--- src/rtl/div_arbiter.sv ---
// div_arbiter: two-port round-robin arbiter and sequencer in front of a shared
// WIDTH-bit divider. One division is in flight at a time. Divide-by-zero is
// answered locally without starting the divider.
//
// Ports:
//   clk, n_rst              clock, synchronous active-low reset
//   reqN_valid/m/q/ready    request handshake (N = 0, 1); m = divisor, q = dividend
//   rspN_valid/ready        response handshake, data held until taken
//   rspN_quotient/remain/dz response payload
//   div_start/m/q           to the divider (start pulse and operands)
//   div_quotient/remain     from the divider, valid DIV_LAT cycles after start
module div_arbiter #(
    parameter int WIDTH   = 4,
    parameter int DIV_LAT = 6
) (
    input  logic             clk,
    input  logic             n_rst,
    input  logic             req0_valid,
    input  logic [WIDTH-1:0] req0_m,
    input  logic [WIDTH-1:0] req0_q,
    output logic             req0_ready,
    input  logic             req1_valid,
    input  logic [WIDTH-1:0] req1_m,
    input  logic [WIDTH-1:0] req1_q,
    output logic             req1_ready,
    output logic             rsp0_valid,
    input  logic             rsp0_ready,
    output logic [WIDTH-1:0] rsp0_quotient,
    output logic [WIDTH-1:0] rsp0_remain,
    output logic             rsp0_dz,
    output logic             rsp1_valid,
    input  logic             rsp1_ready,
    output logic [WIDTH-1:0] rsp1_quotient,
    output logic [WIDTH-1:0] rsp1_remain,
    output logic             rsp1_dz,
    output logic             div_start,
    output logic [WIDTH-1:0] div_m,
    output logic [WIDTH-1:0] div_q,
    input  logic [WIDTH-1:0] div_quotient,
    input  logic [WIDTH-1:0] div_remain
);

    typedef enum logic [1:0] {IDLE, ISSUE, WAIT, RESP} state_e;

    state_e           state_q, state_d;
    logic             last_grant_q, last_grant_d;
    logic             grant_q, grant_d;
    logic [WIDTH-1:0] m_q, m_d;
    logic [WIDTH-1:0] q_q, q_d;
    logic [WIDTH-1:0] quot_q, quot_d;
    logic [WIDTH-1:0] rem_q, rem_d;
    logic             dz_q, dz_d;
    logic [3:0]       cnt_q, cnt_d;

    logic             grant_sel;
    logic             sel_valid;
    logic [WIDTH-1:0] sel_m;
    logic [WIDTH-1:0] sel_q;
    logic             rsp_take;

    // Arbitration: a lone requester wins; on a tie the port not served last wins.
    always_comb begin
        if (req0_valid && req1_valid) begin
            grant_sel = ~last_grant_q;
        end else begin
            grant_sel = req1_valid;
        end
        sel_valid = grant_sel ? req1_valid : req0_valid;
        sel_m     = grant_sel ? req1_m     : req0_m;
        sel_q     = grant_sel ? req1_q     : req0_q;
        rsp_take  = grant_q   ? rsp1_ready : rsp0_ready;
    end

    assign req0_ready    = (state_q == IDLE) && req0_valid && !grant_sel;
    assign req1_ready    = (state_q == IDLE) && req1_valid &&  grant_sel;
    assign rsp0_valid    = (state_q == RESP) && !grant_q;
    assign rsp1_valid    = (state_q == RESP) &&  grant_q;
    assign rsp0_quotient = quot_q;
    assign rsp0_remain   = rem_q;
    assign rsp0_dz       = dz_q;
    assign rsp1_quotient = quot_q;
    assign rsp1_remain   = rem_q;
    assign rsp1_dz       = dz_q;
    assign div_start     = (state_q == ISSUE);
    assign div_m         = m_q;
    assign div_q         = q_q;

    always_comb begin
        // NOTE: every next-state signal takes its hold value first, so no path
        // through the case statement can leave one unassigned and infer a latch.
        state_d      = state_q;
        last_grant_d = last_grant_q;
        grant_d      = grant_q;
        m_d          = m_q;
        q_d          = q_q;
        quot_d       = quot_q;
        rem_d        = rem_q;
        dz_d         = dz_q;
        cnt_d        = cnt_q;

        case (state_q)
            IDLE: begin
                if (sel_valid) begin
                    grant_d = grant_sel;
                    m_d     = sel_m;
                    q_d     = sel_q;
                    if (sel_m == '0) begin
                        // Answered locally; the divider never sees a zero divisor.
                        quot_d  = '1;
                        rem_d   = sel_q;
                        dz_d    = 1'b1;
                        state_d = RESP;
                    end else begin
                        state_d = ISSUE;
                    end
                end
            end
            ISSUE: begin
                cnt_d   = 4'(DIV_LAT - 1);
                state_d = WAIT;
            end
            WAIT: begin
                if (cnt_q == 4'd0) begin
                    quot_d  = div_quotient;
                    rem_d   = div_remain;
                    dz_d    = 1'b0;
                    state_d = RESP;
                end else begin
                    cnt_d = cnt_q - 4'd1;
                end
            end
            RESP: begin
                if (rsp_take) begin
                    last_grant_d = grant_q;
                    state_d      = IDLE;
                end
            end
            default: state_d = IDLE;
        endcase
    end

    // NOTE: state is updated with non-blocking assignments so every register
    // samples the values from before this edge, independent of statement order.
    always_ff @(posedge clk) begin
        if (!n_rst) begin
            state_q      <= IDLE;
            last_grant_q <= 1'b1;
            grant_q      <= 1'b0;
            m_q          <= '0;
            q_q          <= '0;
            quot_q       <= '0;
            rem_q        <= '0;
            dz_q         <= 1'b0;
            cnt_q        <= 4'd0;
        end else begin
            state_q      <= state_d;
            last_grant_q <= last_grant_d;
            grant_q      <= grant_d;
            m_q          <= m_d;
            q_q          <= q_d;
            quot_q       <= quot_d;
            rem_q        <= rem_d;
            dz_q         <= dz_d;
            cnt_q        <= cnt_d;
        end
    end

endmodule

--- config.mk ---
export PLATFORM = sky130hd
export DESIGN_NAME = div_arbiter
export DESIGN_NICKNAME = d
export VERILOG_FILES = /design/src/rtl/div_arbiter.sv
export SDC_FILE = /design/constraint.sdc
export NUM_CORES = 1
export LEC_CHECK = 0
export BUFFER_PORTS_ARGS = -buffer_cell sky130_fd_sc_hd__buf_2
export CAP_MARGIN = 0
export CORE_ASPECT_RATIO = 1.5
export CORE_MARGIN = 8
export CORE_UTILIZATION = 30
export CTS_CLUSTER_DIAMETER = 40
export DETAILED_ROUTE_END_ITERATION = 7
export GPL_ROUTABILITY_DRIVEN = 0
export PLACE_DENSITY = 0.62
export SLEW_MARGIN = 0
export SYNTH_ARGS = -nofsm -noshare
export SYNTH_HDL_FRONTEND = slang
export SYNTH_SLANG_ARGS = --single-unit
--- constraint.sdc ---
create_clock -name clk -period 2.5 [get_ports clk]
set_input_delay 0.125 -clock clk [delete_from_list [all_inputs] [get_ports clk]]
set_output_delay 0.125 -clock clk [all_outputs]
set_load 0.005 [all_outputs]
; After elaboration in Yosys (flattened, before gate mapping)
; Cells that the tools add are included.
[classes]
reduce_logical = 19
addsub = 1
n_eq_ne = 8
bitwise = 1
mux = 24
[op_table]
columns = op, n
row1 = 4-bit 2-to-1 mux, 9
row2 = 4-bit case mux with 2 select lines, 3
row3 = 4-bit logical NOT, 2
row4 = 2-bit 2-to-1 mux, 4
row5 = "2-bit != test, second input constant", 4
row6 = 2-bit case mux with 4 select lines, 1
row7 = 1-bit logical AND, 7
row8 = 1-bit 2-to-1 mux, 6
row9 = 2-bit AND reduction, 3
row10 = "2-bit equality test, second input constant", 2
row11 = 4-bit AND reduction, 1
row12 = 2-bit nonzero test, 2
row13 = "4-bit by 1-bit subtractor with 4-bit output, second input constant", 1
row14 = 3-bit AND reduction, 1
row15 = "2-bit by 1-bit equality test with 1-bit output, second input constant", 1
row16 = 1-bit logical NOT, 2
row17 = 2-bit logical NOT, 1
row18 = "2-bit by 1-bit != test with 1-bit output, second input constant", 1
row19 = 1-bit case mux with 2 select lines, 1
row20 = 1-bit inverter, 1
[word_totals]
regBits = 25
out_inout_bits = 31
input_bits = 30
word_cells = 62

; Longest topological paths before layout
[depth]
depth_word = 7
mapped_depth = 7
mapped_depth_nobuf = 6

; Worst setup path before layout
; OpenSTA, ideal clock, no wires.
[synth_path]
path_type = register -> register
from = register cnt_q[0]
to = register rem_q[1] (netlist: rsp0_remain[1])
synth_period_minus_slack_ns = 1.658
path_slack_ns = 0.842
required_time_ns = 2.379
stages_incl_launch_ff = 7
arrival_time_ns = 1.537
cell_sequence = dfxtp_1 -> inv_1 -> ha_1 -> or3b_4 -> nand2_1 -> a31oi_4 -> mux2_2
[synth_via]
elab_chain_len = 3
[synth_lines]
columns = item, line
row1 = "start, declared", 53  ; logic [3:0] cnt_q, cnt_d;
row2 = "start signal, assigned", 164  ; cnt_q <= cnt_d;
row3 = 4-bit logical NOT, 123  ; if (cnt_q == 4'd0) begin
row4 = 2-bit != test (no line), --
row5 = 4-bit AND reduction (no line), --
row6 = "end signal, assigned", 162  ; rem_q <= rem_d;
row7 = "end, declared", 51  ; logic [WIDTH-1:0] rem_q, rem_d;
; Every way passes these cells.
; A chain may end at the register's enable or synchronous reset.

; Worst setup path in the final report
[layout_path]
from = register state_q[0]
to = register quot_q[3] (netlist: rsp0_quotient[3])
[layout_via]
elab_chain_len = 3
elab_cells_between_ends = 8
classes_between = eq/ne (4) / mux (1) / reduce/logical (3)
[layout_lines]
columns = item, line
row1 = "start, declared", 45  ; state_e state_q, state_d;
row2 = "start signal, assigned", 156  ; state_q <= state_d;
row3 = 2-bit equality test / 2-bit logical NOT (equally long branches), 101  ; case (state_q)
row4 = "2-bit != test (no line), or another cell as far along", --
row5 = 4-bit AND reduction (no line), --
row6 = "end signal, assigned", 161  ; quot_q <= quot_d;
row7 = "end, declared", 50  ; logic [WIDTH-1:0] quot_q, quot_d;
; Several ways; a longest one is shown, not always the timed one.

==> impl_metrics.toml <==
[outcome]
status = "finished clean"

[cts]
clkTransAtPathRegs_ns = 0.08
cts_buffer_depth = 2
postCtsSetupRepairBufs = 0
clock_latency_ns = 0.27
cts-root-buf = "clkbuf_8"
cts_tree = "done"
cts_num_sinks = 25
ctsHoldBuffers = 0
cts_buffers = 3
htreeDepth = 1
cts_resized = 0

[pwr]
netSwitchingFraction_pct = 34.1
seqPwrFrac_pct = 43.6
power_switching_w = 0.000401
combPwrFrac_pct = 35.6
power.leakage_nw = 0.808
ir_worst_vdd_v = 0.000293
internal_power_w = 0.000775
clkPwrFrac_pct = 20.7
powerDensity_mw_per_mm2 = 706

[sta]
tightest_slew_ns = 0.609
timing.final.crit_period_ns = 1.85
final_max_slew_viol_count = 0
timing.fmax_mhz = 541
slew_headroom_pct = 59.4
rsz0062_at_grt = "false"
setup_ws_ns = 0.652
finalSetupTns_ns = 0
timing.final.crit_share_pct = 73.9
setup_violations = 0
finClkSkew_ns = 0.00588
hold_ws_ns = 0.122
hold_viol = 0

[setup_path]
required_ns = 2.67
reg2regPathDepth = 6
setup.worst_path.start_class = "flop"
r2r_setup_slack_ns = 0.65
cp_max_fo = 7
critPathCaptureType = "flop"
setup.worst_path.class = "flop to flop"
reg2reg_from = "state_q[0]$_SDFFE_PN0P_"
crit_arrival_ns = 2.01
rr_endpoint = "rsp0_quotient[3]$_SDFFE_PN0P_"

[synth]
ys_seq_area_share_pct = 37.5
synth-seq-cells = 25
syn_area_per_cell_um2 = 9.15
syn_nets = 182
syn_inst = 146
syn_area_mm2 = 0.00134
yosys_warnings = 0
ys_types = 33

[route]
drt-initial-drc-count = 46
viasPerCell = 4.91
first_pass_iters = 4
routedWlPerCell_um = 15.2
route.detailed.drc = 0
drt-total-wl_um = 3700
dr_total_vias = 1198
ant_nets = 0

[job]
timing.max_cap.violations = 0

[hold_path]
hold_end = "rsp0_quotient[2]$_SDFFE_PN0P_"
hold_path.class = "input pin to flop"
hold_depth = 2
worstHoldStart = "div_quotient[2]"

[global_routing]
grt-ovfl-total = 0
grt_max_degree = 19
grt_pass1_vias = 1239
grt.total_usage_pct = 10.3
grt_pass1_wl_um = 5850
antenna_found_initial = 0

[cells_and_area]
final_cell_mix = "buf_2, dfxtp_1, nor2_1, mux2i_1, nand2_1"
area_growth_pct = 24.7
layout.cells.non_filler = 244
layout_commonest_cell = "buf_2"
diodes = 0
final_nets = 235
layout-drive-gt1-share_pct = 40.4

[floorplanning]
initial_core_util_pct = 31.5
coreArea_mm2 = 0.00425
rows = 29
boundaryPins = 61
dieArea_mm2 = 0.00689
fp.dieW_um = 70.5
die_h_um = 97.7

[placed_design]
pre_cts_ws_ns = 0.663
hpwlAfterDp_um = 3030
dp_cells = 240
io_buffer_count = 60
final cells by class:
class                   instances  area (um^2)
well taps                      46         57.6
repair buffers                 62          315
inverters                       6         22.5
fillers                       440         2580
flip-flops and latches         25          500
clock inverters                 1         5.00
clock buffers                   3         41.3
multi-input cells             101          724
logic make-up after synthesis:
group | synth area share [%]
AND/OR/NAND/NOR | 16.9
AO/OA/AOI/OAI | 18.5
flip-flops | 37.5
buffers and inverters | 8.33
multiplexers | 12.5
adder cells (fa/ha/maj) | 5.62
XOR/XNOR | 0.656
sequential cells by signal, summed over array words and instances, names as in the netlist:
signal,flops
cnt_q,4
div_m,4
div_q,4
rsp0_quotient,4
rsp0_remain,4
state_q,2
grant_q,1
last_grant_q,1
rsp0_dz,1
worst max-delay path by stage:
stage,from,to,slack (ns),cells past startpoint
floorplan,cnt_q[0]$_SDFFE_PN0P_,rsp0_remain[1]$_SDFFE_PN0P_,0.84,6
global placement,state_q[0]$_SDFFE_PN0P_,rsp0_quotient[3]$_SDFFE_PN0P_,0.69,6
detailed placement,state_q[0]$_SDFFE_PN0P_,rsp0_quotient[3]$_SDFFE_PN0P_,0.66,6
CTS,state_q[0]$_SDFFE_PN0P_,rsp0_quotient[3]$_SDFFE_PN0P_,0.62,6
global route,state_q[0]$_SDFFE_PN0P_,rsp0_quotient[2]$_SDFFE_PN0P_,0.50,6
finish,state_q[0]$_SDFFE_PN0P_,rsp0_quotient[3]$_SDFFE_PN0P_,0.65,6
per-layer routing:
metal	part of all wire [%]	track usage, %
met1	34	9.21
met2	58	20.3
met3	4.9	2.33
met4	2.7	5.43
met5	0	0
stage by stage:
| stage | cell area (um^2) | utilization (%) | power (W) |
|---|---|---|---|
| final | 1670 | 39.3 | 0.00118 |
| after global routing | 1670 | 39.3 | 0.00125 |
| after CTS | 1670 | 39.3 | 0.00119 |
| after detailed placement | 1620 | 38.2 | 0.000948 |
| after global placement | 1620 | 38.2 | 0.000939 |
| after floorplan | 1340 | - | 0.000804 |
cell usage after synthesis:
library cell | count | area share (%)
o22ai_1 | 1 | 0.47
mux2i_1 | 11 | 8.2
buf_4 | 9 | 5.1
a211oi_1 | 8 | 4.5
ha_1 | 6 | 5.6
nor4_2 | 1 | 0.94
a31oi_1 | 3 | 1.4
nor2_1 | 15 | 4.2
nand2_1 | 10 | 2.8
or3b_4 | 1 | 0.84
nor3_1 | 2 | 0.75
dfxtp_1 | 25 | 37
nand3_1 | 2 | 0.75
xnor2_1 | 1 | 0.66
o21ai_0 | 5 | 1.9
or2_2 | 1 | 0.47
a222oi_1 | 1 | 0.75
a21boi_0 | 1 | 0.56
nor3b_1 | 1 | 0.56
o221a_2 | 4 | 3.4
o21bai_1 | 1 | 0.56
nor2b_1 | 3 | 1.4
buf_2 | 2 | 0.75
inv_1 | 6 | 1.7
and3_1 | 2 | 0.94
and2_1 | 5 | 2.3
a31o_2 | 1 | 0.66
mux2_2 | 5 | 4.2
a31oi_4 | 1 | 1.6
a21oi_1 | 6 | 2.2
clkbuf_1 | 3 | 0.84
nor4_1 | 2 | 0.94
o21a_1 | 1 | 0.56
critical path: stages (launching register included):
cell     delay [ns]
dfxtp_1        0.35
inv_1          0.11
ha_1           0.29
nand2_1        0.15
nor4_2         0.37
a31oi_1        0.19
o221a_2        0.29
power groups by stage:
stage	Sequential [W]	Clock, W	Combinational, W
6_report	0.000513	0.000244	0.000419
5_1_grt	0.000524	0.000262	0.000467
4_1_cts	0.000515	0.000245	0.000429
3_3_place_gp	0.000521	0	0.000418
2_1_floorplan	0.000519	0	0.000286
3_5_place_dp	0.000523	0	0.000425
Power figures use the tool's default switching activity.
